## src/rtl/bpred_pkg.sv

```systemverilog
// Shared types and constants for the branch-predictor controller:
// 2-bit saturating counter type and encodings, FSM state enum,
// and the queued update record.
package bpred_pkg;

    // Index width of the update record; the controller's IDX_W defaults to this.
    localparam int BPRED_IDX_W = 4;

    typedef logic [1:0] ctr_t;

    localparam ctr_t SNT = 2'b00;  // strongly not-taken
    localparam ctr_t WNT = 2'b01;  // weakly not-taken
    localparam ctr_t WT  = 2'b10;  // weakly taken
    localparam ctr_t ST  = 2'b11;  // strongly taken

    typedef enum logic {
        INIT = 1'b0,
        RUN  = 1'b1
    } state_e;

    typedef struct packed {
        logic [BPRED_IDX_W-1:0] idx;
        logic                   taken;
    } upd_rec_t;

    // Saturating train step: move toward the outcome, hold at the rails.
    function automatic ctr_t ctr_next(input ctr_t cur, input logic taken);
        ctr_t nxt;
        nxt = cur;
        if (taken && cur != ST) begin
            nxt = cur + 2'd1;
        end else if (!taken && cur != SNT) begin
            nxt = cur - 2'd1;
        end
        return nxt;
    endfunction

endpackage

```

## src/rtl/bpred_ctrl_if.sv

```systemverilog
// Lookup / prediction / update bundle of the branch-predictor controller.
// Handshakes: a transfer happens on a rising clk edge where valid && ready;
// ready never depends on the same channel's valid, and a valid request is
// held stable until it is accepted.
interface bpred_ctrl_if
    import bpred_pkg::*;
#(
    parameter int IDX_W  = BPRED_IDX_W,
    parameter int MCNT_W = 16
);
    logic              lookup_valid;
    logic              lookup_ready;
    logic [IDX_W-1:0]  lookup_idx;
    logic              pred_valid;
    logic [IDX_W-1:0]  pred_idx;
    logic              pred_taken;
    logic              upd_valid;
    logic              upd_ready;
    logic [IDX_W-1:0]  upd_idx;
    logic              upd_taken;
    logic              init_busy;
    logic [MCNT_W-1:0] mispredict_count;

    modport master (
        output lookup_valid, lookup_idx, upd_valid, upd_idx, upd_taken,
        input  lookup_ready, pred_valid, pred_idx, pred_taken, upd_ready,
               init_busy, mispredict_count
    );

    modport slave (
        input  lookup_valid, lookup_idx, upd_valid, upd_idx, upd_taken,
        output lookup_ready, pred_valid, pred_idx, pred_taken, upd_ready,
               init_busy, mispredict_count
    );
endinterface

```

## src/rtl/bpred_upd_fifo.sv

```systemverilog
// Two-entry FIFO of update records. Both slots and their valid flags are
// exposed so the owner can search queued indices.
module bpred_upd_fifo
    import bpred_pkg::*;
#(
    parameter type rec_t = upd_rec_t
) (
    input  logic       clk,
    input  logic       reset,
    input  logic       push_i,
    input  logic       pop_i,
    input  rec_t       wr_data_i,
    output rec_t       rd_data_o,
    output rec_t       slot0_o,
    output rec_t       slot1_o,
    output logic [1:0] slot_vld_o,
    output logic       full_o,
    output logic       empty_o
);
    rec_t       mem_q [2];
    logic       wr_ptr_q;
    logic       rd_ptr_q;
    logic [1:0] cnt_q;
    logic       do_push;
    logic       do_pop;

    assign full_o  = (cnt_q == 2'd2);
    assign empty_o = (cnt_q == 2'd0);
    assign do_push = push_i && !full_o;
    assign do_pop  = pop_i && !empty_o;

    assign rd_data_o     = mem_q[rd_ptr_q];
    assign slot0_o       = mem_q[0];
    assign slot1_o       = mem_q[1];
    assign slot_vld_o[0] = full_o || (cnt_q == 2'd1 && rd_ptr_q == 1'b0);
    assign slot_vld_o[1] = full_o || (cnt_q == 2'd1 && rd_ptr_q == 1'b1);

    // Pointer and occupancy bookkeeping; push+pop together leaves occupancy unchanged.
    always_ff @(posedge clk) begin
        if (reset) begin
            wr_ptr_q <= 1'b0;
            rd_ptr_q <= 1'b0;
            cnt_q    <= 2'd0;
        end else begin
            if (do_push) wr_ptr_q <= ~wr_ptr_q;
            if (do_pop)  rd_ptr_q <= ~rd_ptr_q;
            case ({do_push, do_pop})
                2'b10:   cnt_q <= cnt_q + 2'd1;
                2'b01:   cnt_q <= cnt_q - 2'd1;
                default: cnt_q <= cnt_q;
            endcase
        end
    end

    // Record storage; contents are qualified by the occupancy count.
    always_ff @(posedge clk) begin
        if (do_push) mem_q[wr_ptr_q] <= wr_data_i;
    end
endmodule

```

## src/rtl/bpred_ctrl.sv

```systemverilog
// Branch-predictor controller: table of 2-bit counters, cleared by an INIT
// sweep, then served to lookups and trained from a 2-deep update FIFO with
// one table access per cycle. Optional macro BPRED_FWD_EN stalls lookups
// whose index is still queued for training until the queue drains.
module bpred_ctrl
    import bpred_pkg::*;
#(
    parameter int ENTRIES = 16,
    parameter int IDX_W   = BPRED_IDX_W,
    parameter int MCNT_W  = 16
) (
    input logic         clk,
    input logic         reset,
    bpred_ctrl_if.slave bus
);
`ifdef BPRED_FWD_EN
    localparam bit FwdEn = 1'b1;
`else
    localparam bit FwdEn = 1'b0;
`endif

    state_e            state_q;
    logic [IDX_W-1:0]  ptr_q;
    logic              init_busy_q;
    ctr_t              tbl_q [ENTRIES];
    logic              pred_valid_q;
    logic [IDX_W-1:0]  pred_idx_q;
    logic              pred_taken_q;
    logic [MCNT_W-1:0] mcnt_q;

    upd_rec_t   push_rec;
    upd_rec_t   head;
    upd_rec_t   slot0;
    upd_rec_t   slot1;
    logic [1:0] slot_vld;
    logic       full;
    logic       empty;
    logic       run;
    logic       push;
    logic       pop;
    logic       fwd_match;
    logic       lookup_fire;
    ctr_t       head_ctr;
    ctr_t       head_nxt;

    assign run       = (state_q == RUN);
    assign fwd_match = (slot_vld[0] && slot0.idx == bus.lookup_idx) ||
                       (slot_vld[1] && slot1.idx == bus.lookup_idx);

    // A full queue forces a drain; otherwise lookups have priority.
    assign bus.lookup_ready = run && !full && !(FwdEn && fwd_match);
    assign bus.upd_ready    = run && !full;
    assign lookup_fire      = bus.lookup_valid && bus.lookup_ready;
    assign push             = bus.upd_valid && bus.upd_ready;
    assign pop              = run && !empty && !lookup_fire;

    assign push_rec = '{idx: bus.upd_idx, taken: bus.upd_taken};
    assign head_ctr = tbl_q[head.idx];
    assign head_nxt = ctr_next(head_ctr, head.taken);

    assign bus.pred_valid       = pred_valid_q;
    assign bus.pred_idx         = pred_idx_q;
    assign bus.pred_taken       = pred_taken_q;
    assign bus.init_busy        = init_busy_q;
    assign bus.mispredict_count = mcnt_q;

    bpred_upd_fifo #(.rec_t(upd_rec_t)) u_fifo (
        .clk        (clk),
        .reset      (reset),
        .push_i     (push),
        .pop_i      (pop),
        .wr_data_i  (push_rec),
        .rd_data_o  (head),
        .slot0_o    (slot0),
        .slot1_o    (slot1),
        .slot_vld_o (slot_vld),
        .full_o     (full),
        .empty_o    (empty)
    );

    // INIT/RUN sequencing: sweep every entry once, then serve traffic.
    always_ff @(posedge clk) begin
        if (reset) begin
            state_q     <= INIT;
            ptr_q       <= '0;
            init_busy_q <= 1'b1;
        end else begin
            case (state_q)
                INIT: begin
                    ptr_q <= ptr_q + 1'b1;
                    if (ptr_q == IDX_W'(ENTRIES - 1)) begin
                        state_q     <= RUN;
                        init_busy_q <= 1'b0;
                    end
                end
                default: begin
                    state_q <= RUN;
                end
            endcase
        end
    end

    // Single table write port: sweep clear during INIT, training on drain in RUN.
    always_ff @(posedge clk) begin
        if (!reset) begin
            if (state_q == INIT) begin
                tbl_q[ptr_q] <= SNT;
            end else if (pop) begin
                tbl_q[head.idx] <= head_nxt;
            end
        end
    end

    // Registered prediction response and saturating mispredict counter.
    always_ff @(posedge clk) begin
        if (reset) begin
            pred_valid_q <= 1'b0;
            pred_idx_q   <= '0;
            pred_taken_q <= 1'b0;
            mcnt_q       <= '0;
        end else begin
            pred_valid_q <= lookup_fire;
            if (lookup_fire) begin
                pred_idx_q   <= bus.lookup_idx;
                pred_taken_q <= tbl_q[bus.lookup_idx][1];
            end
            if (pop && head.taken != head_ctr[1] && mcnt_q != '1) begin
                mcnt_q <= mcnt_q + 1'b1;
            end
        end
    end
endmodule

```

## src/flat_wrapper.sv

```systemverilog
// flat-port wrapper written by rule: the top's interface ports become plain ports
module bpred_ctrl_flat import bpred_pkg::*;
#(
    parameter int ENTRIES = 16,
    parameter int IDX_W   = BPRED_IDX_W,
    parameter int MCNT_W  = 16
)
  (clk, reset, bus_lookup_valid, bus_lookup_idx, bus_upd_valid, bus_upd_idx, bus_upd_taken, bus_lookup_ready, bus_pred_valid, bus_pred_idx, bus_pred_taken, bus_upd_ready, bus_init_busy, bus_mispredict_count);
  bpred_ctrl_if #(.IDX_W(IDX_W), .MCNT_W(MCNT_W)) bus_i ();
  input logic clk;
  input logic reset;
  input wire logic [$bits(bus_i.lookup_valid)-1:0] bus_lookup_valid;
  input wire logic [$bits(bus_i.lookup_idx)-1:0] bus_lookup_idx;
  input wire logic [$bits(bus_i.upd_valid)-1:0] bus_upd_valid;
  input wire logic [$bits(bus_i.upd_idx)-1:0] bus_upd_idx;
  input wire logic [$bits(bus_i.upd_taken)-1:0] bus_upd_taken;
  output wire logic [$bits(bus_i.lookup_ready)-1:0] bus_lookup_ready;
  output wire logic [$bits(bus_i.pred_valid)-1:0] bus_pred_valid;
  output wire logic [$bits(bus_i.pred_idx)-1:0] bus_pred_idx;
  output wire logic [$bits(bus_i.pred_taken)-1:0] bus_pred_taken;
  output wire logic [$bits(bus_i.upd_ready)-1:0] bus_upd_ready;
  output wire logic [$bits(bus_i.init_busy)-1:0] bus_init_busy;
  output wire logic [$bits(bus_i.mispredict_count)-1:0] bus_mispredict_count;
  assign bus_i.lookup_valid = bus_lookup_valid;
  assign bus_i.lookup_idx = bus_lookup_idx;
  assign bus_i.upd_valid = bus_upd_valid;
  assign bus_i.upd_idx = bus_upd_idx;
  assign bus_i.upd_taken = bus_upd_taken;
  assign bus_lookup_ready = bus_i.lookup_ready;
  assign bus_pred_valid = bus_i.pred_valid;
  assign bus_pred_idx = bus_i.pred_idx;
  assign bus_pred_taken = bus_i.pred_taken;
  assign bus_upd_ready = bus_i.upd_ready;
  assign bus_init_busy = bus_i.init_busy;
  assign bus_mispredict_count = bus_i.mispredict_count;
  bpred_ctrl #(.ENTRIES(ENTRIES), .IDX_W(IDX_W), .MCNT_W(MCNT_W)) u_core (.clk(clk), .reset(reset), .bus(bus_i));
endmodule
```

## config.mk

```make
export PLATFORM = sky130hd
export DESIGN_NAME = bpred_ctrl_flat
export DESIGN_NICKNAME = d
export VERILOG_FILES = /design/src/rtl/bpred_pkg.sv /design/src/rtl/bpred_ctrl_if.sv /design/src/rtl/bpred_upd_fifo.sv /design/src/rtl/bpred_ctrl.sv /design/src/flat_wrapper.sv
export SDC_FILE = /design/constraint.sdc
export NUM_CORES = 1
export LEC_CHECK = 0
export ABC_AREA = 0
export ABC_CLOCK_PERIOD_IN_PS = 3700
export CORE_MARGIN = 3
export CORE_UTILIZATION = 50
export CTS_CLUSTER_DIAMETER = 100
export DETAILED_ROUTE_END_ITERATION = 8
export GPL_ROUTABILITY_DRIVEN = 0
export GPL_TIMING_DRIVEN = 0
export PLACE_DENSITY = 0.74
export SYNTH_ARGS = -nofsm -noshare
export SYNTH_HDL_FRONTEND = slang
export SYNTH_SLANG_ARGS = --single-unit
```

## constraint.sdc

```tcl
create_clock -name clk -period 3.7 [get_ports clk]
set_clock_uncertainty 0.1 [all_clocks]
set_input_delay 0.74 -clock clk [delete_from_list [all_inputs] [get_ports clk]]
set_output_delay 0.74 -clock clk [all_outputs]
set_load 0.02 [all_outputs]
```

==> impl_metrics.py, run 1 <==
metrics = {
    "logic_synthesis": {
        "synth_fp_nets": 376,
        "syn_inst": 358,
        "async_flop_share_pct": 0,
        "yosys_register_bits": 75,
        "yosysSeqAreaShare_pct": 49.5,
        "ys_top_cells_by_area": "edfxtp_1, dfxtp_1, mux2i_1",
        "post-synth-top-area-fraction_pct": 32.5,
        "ys_warn_count": 0,
        "synth-edff-count": 42,
        "yosys.area.top_type": "edfxtp_1",
        "dominantRegCellSynth": "edfxtp_1",
        "syn-cell-area_um2": 3890,
        "synthDistinctLibCells": 41,
        "syn_avg_cell_area_um2": 10.9,
    },
    "worst_setup_path": {
        "worstRegToRegCells": 12,
        "end_kind": "flip-flop",
        "critPathArrivalTime_ns": 3.62,
        "worstSetupStartpointType": "flip-flop",
        "reg2reg_to": "u_core.tbl_q[7][1]$_DFFE_PP_",
        "cp_data_required_time_ns": 3.81,
        "cp-endpoint": "u_core.tbl_q[7][1]$_DFFE_PP_",
        "r2r_setup_slack_ns": 0.19,
        "crit_path_max_fanout": 16,
        "crit_type": "flip-flop to flip-flop",
    },
    "power_and_ir_drop": {
        "p_sw_share_pct": 19.3,
        "clkPwrFrac_pct": 46.3,
        "seq_power_share_pct": 50.0,
        "pwr-share-comb_pct": 3.7,
        "internal_power_mw": 1.43,
        "switching_power_mw": 0.341,
        "p_leak_nw": 1.70,
        "power.total_mw": 1.77,
        "vdd_drop_max_v": 0.000196,
        "power.density_nw_per_um2": 377,
    },
    "timing": {
        "slew_headroom_pct": 43.8,
        "period_share_pct": 94.8,
        "slew_viol_final": 0,
        "fmax_mhz": 285,
        "rsz0062_at_grt": "no",
        "setup_viol": 0,
        "tightest_slew_ns": 0.839,
        "period_needed_ns": 3.51,
        "timing.final.hold_violations": 0,
        "holdWs_ns": 0.357,
    },
    "cells_and_area": {
        "synthToLayoutAreaGrowth_pct": 20.7,
        "nNetsFinal": 425,
        "regArea_um2": 1920,
        "fill_cells": 577,
        "final_cell_mix": "nor2_1, edfxtp_1, clkdlybuf4s50_1, dfxtp_1, mux2i_1",
        "multi_input_area_um2": 1860,
        "diodes": 0,
        "layout_commonest_cell": "nor2_1",
        "drive_above_1_share_pct": 11.4,
    },
    "detailed_routing": {
        "ant_nets": 0,
        "totalWireLength_um": 8380,
        "vias": 2891,
        "drt_first_pass_iters": 4,
        "routedWlPerCell_um": 16.4,
        "drc": 0,
        "drtIter0Drc": 218,
        "viasPerCell": 5.66,
    },
    "global_route": {
        "grt_pass1_vias": 2865,
        "antenna_found_initial": 0,
        "grt_pass1_wl_um": 14000,
        "grt_max_degree": 17,
        "overflow": 0,
        "track_usage_pct": 20.6,
    },
    "floorplanning": {
        "die_area_um2": 8870,
        "fp.dieW_um": 94.2,
        "coreArea_um2": 7410,
        "num_io_pins": 38,
        "rows": 31,
        "start_util_pct": 52.5,
        "die_y_um": 94.2,
    },
    "clock_network": {
        "cts_made_buffers": 9,
        "insertion_delay_ns": 0.35,
        "clock-sinks": 75,
        "ctsHoldBuffers": 0,
        "clk_pin_slew_ns": 0.08,
        "htreeDepth": 3,
        "max-clock-path-buffers": 2,
        "root_buffer": "clkbuf_8",
        "cts_tree": "done",
    },
    "placed_design": {
        "port_buffers": 35,
        "hpwl_um": 5940,
    },
    "hold_path": {
        "worstHoldPathType": "flip-flop to flip-flop",
    },
    "run_status": {
        "outcome": "complete, no violations",
    },
    "flow_run": {
        "cap_violations": 0,
    },
}
## logic make-up (layout without fill, tap and decap cells)
kind of cell,count (synthesis),count (layout),share of synthesized area (%)
DFF,75,75,49.5
muxes,60,60,19.9
xor gates and xnor gates,7,7,1.58
adders and majority gates,5,5,1.61
AOI/OAI and AO/OA,31,31,4.60
and+or+nand+nor,153,153,19.6
buffers and inverters,27,81,3.32
## cell usage after synthesis, types with 2 or more instances
| cell | instances |
|---|---|
| buf_6 | 3 |
| o22ai_1 | 3 |
| mux4_2 | 7 |
| nand3_1 | 21 |
| a31oi_1 | 2 |
| xor2_1 | 3 |
| edfxtp_1 | 42 |
| or3_1 | 2 |
| and2_1 | 2 |
| xnor2_1 | 4 |
| mux2_1 | 6 |
| nand2b_1 | 6 |
| mux2_2 | 12 |
| mux2i_1 | 31 |
| and3_1 | 6 |
| nand4_1 | 10 |
| and3b_1 | 3 |
| o211ai_1 | 2 |
| nor3_1 | 6 |
| nor2b_1 | 17 |
| nand2_1 | 21 |
| inv_1 | 9 |
| nor3b_1 | 2 |
| ha_1 | 5 |
| a21oi_1 | 10 |
| mux4_1 | 3 |
| clkbuf_1 | 11 |
| and4_1 | 3 |
| nor2_1 | 53 |
| dfxtp_1 | 33 |
| o21ai_0 | 10 |
## cell type report
type | instances | area share, %
multi-input combinational | 256 | 39.7
clock buffer | 10 | 2.72
buffer | 17 | 2.00
timing repair buffer | 38 | 8.21
clock inverter | 6 | 2.93
inverter | 10 | 0.800
tap | 99 | 2.64
sequential | 75 | 41.0
## worst max-delay path, cell delays in order (launching register included)
cell      delay (ns)
dfxtp_1         0.33
buf_6           0.13
mux2i_4         0.30
mux4_2          0.53
and2_1          0.17
or4_4           0.54
buf_6           0.18
buf_6           0.16
ha_1            0.20
nor2_1          0.15
a21oi_1         0.09
a221oi_4        0.31
buf_12          0.17
## state kept, by name (all words and copies together) (netlist names), named ones only
signal and cells:
u_core.bus.init_busy 1, u_core.bus.pred_valid 1, u_core.bus.pred_taken 1, u_core.bus.pred_idx 4
u_core.run 1, u_core.ptr_q 4, u_core.u_fifo.cnt_q 2, u_core.u_fifo.rd_ptr_q 1
u_core.u_fifo.mem_q 10, u_core.bus.mispredict_count 16, u_core.tbl_q 32, u_core.u_fifo.wr_ptr_q 1
## through the flow
stage | util [%] | setup WS [ns] | instances | area (um^2) | setup TNS (ns)
detailed placement | 58.9 | -0.399 | 492 | 4370 | -12.63
finish | 63.3 | 0.194 | 511 | 4690 | 0
global route | 63.3 | 0.0170 | 511 | 4690 | 0
floorplan | - | 0.106 | 358 | 3890 | 0
CTS | 63.0 | 0.0139 | 509 | 4670 | 0
global placement | 58.9 | -0.381 | 492 | 4370 | -11.49
## worst min-delay path by stage
stage	startpoint	to	slack [ns]	cells past startpoint
floorplan	u_core.u_fifo.cnt_q[1]$_SDFFE_PP0P_	u_core.u_fifo.cnt_q[1]$_SDFFE_PP0P_	0.37	2
global placement	u_core.bus.pred_idx[0]$_SDFFE_PP0P_	u_core.bus.pred_idx[0]$_SDFFE_PP0P_	0.34	2
detailed placement	u_core.bus.pred_idx[2]$_SDFFE_PP0P_	u_core.bus.pred_idx[2]$_SDFFE_PP0P_	0.35	2
CTS	u_core.bus.pred_idx[2]$_SDFFE_PP0P_	u_core.bus.pred_idx[2]$_SDFFE_PP0P_	0.36	2
global route	u_core.bus.pred_idx[0]$_SDFFE_PP0P_	u_core.bus.pred_idx[0]$_SDFFE_PP0P_	0.38	2
finish	u_core.bus.pred_idx[0]$_SDFFE_PP0P_	u_core.bus.pred_idx[0]$_SDFFE_PP0P_	0.36	2
## timing repair
action	CTS	global route
gates cloned	0	0
gates resized for setup	3	2
endpoints found under the setup margin	32	32
setup buffers	1	2
pin swaps	1	0
## power by group through the flow
stage / logic (mW) / clock network [mW] / registers, mW
finish: 0.0645 / 0.819 / 0.884
floorplan: 0.0383 / 0 / 0.901
global placement: 0.0622 / 0 / 0.902
detailed placement: 0.0633 / 0 / 0.903
global route: 0.0723 / 0.874 / 0.884
CTS: 0.0644 / 0.840 / 0.883
## layer usage
layer,up-vias,global-route usage [%],share of wire [%]
li1,1408,-,-
met1,1381,26.3,45
met2,80,32.8,47
met3,22,6.01,5.6
met4,0,8.06,2.6
met5,-,0,0
(Power assumes the default switching activity.)
==> run 2, diff against run 1 <==
Settings changed: CAP_MARGIN set to 40.
==> results of run 2 <==
No change in the layout: final DEF, timing and power equal those of run 1.
==> run 3, diff against run 2 <==
Settings changed: SLEW_MARGIN set to 10.
==> results of run 3 <==
No change in the layout: final DEF, timing and power equal those of run 1.
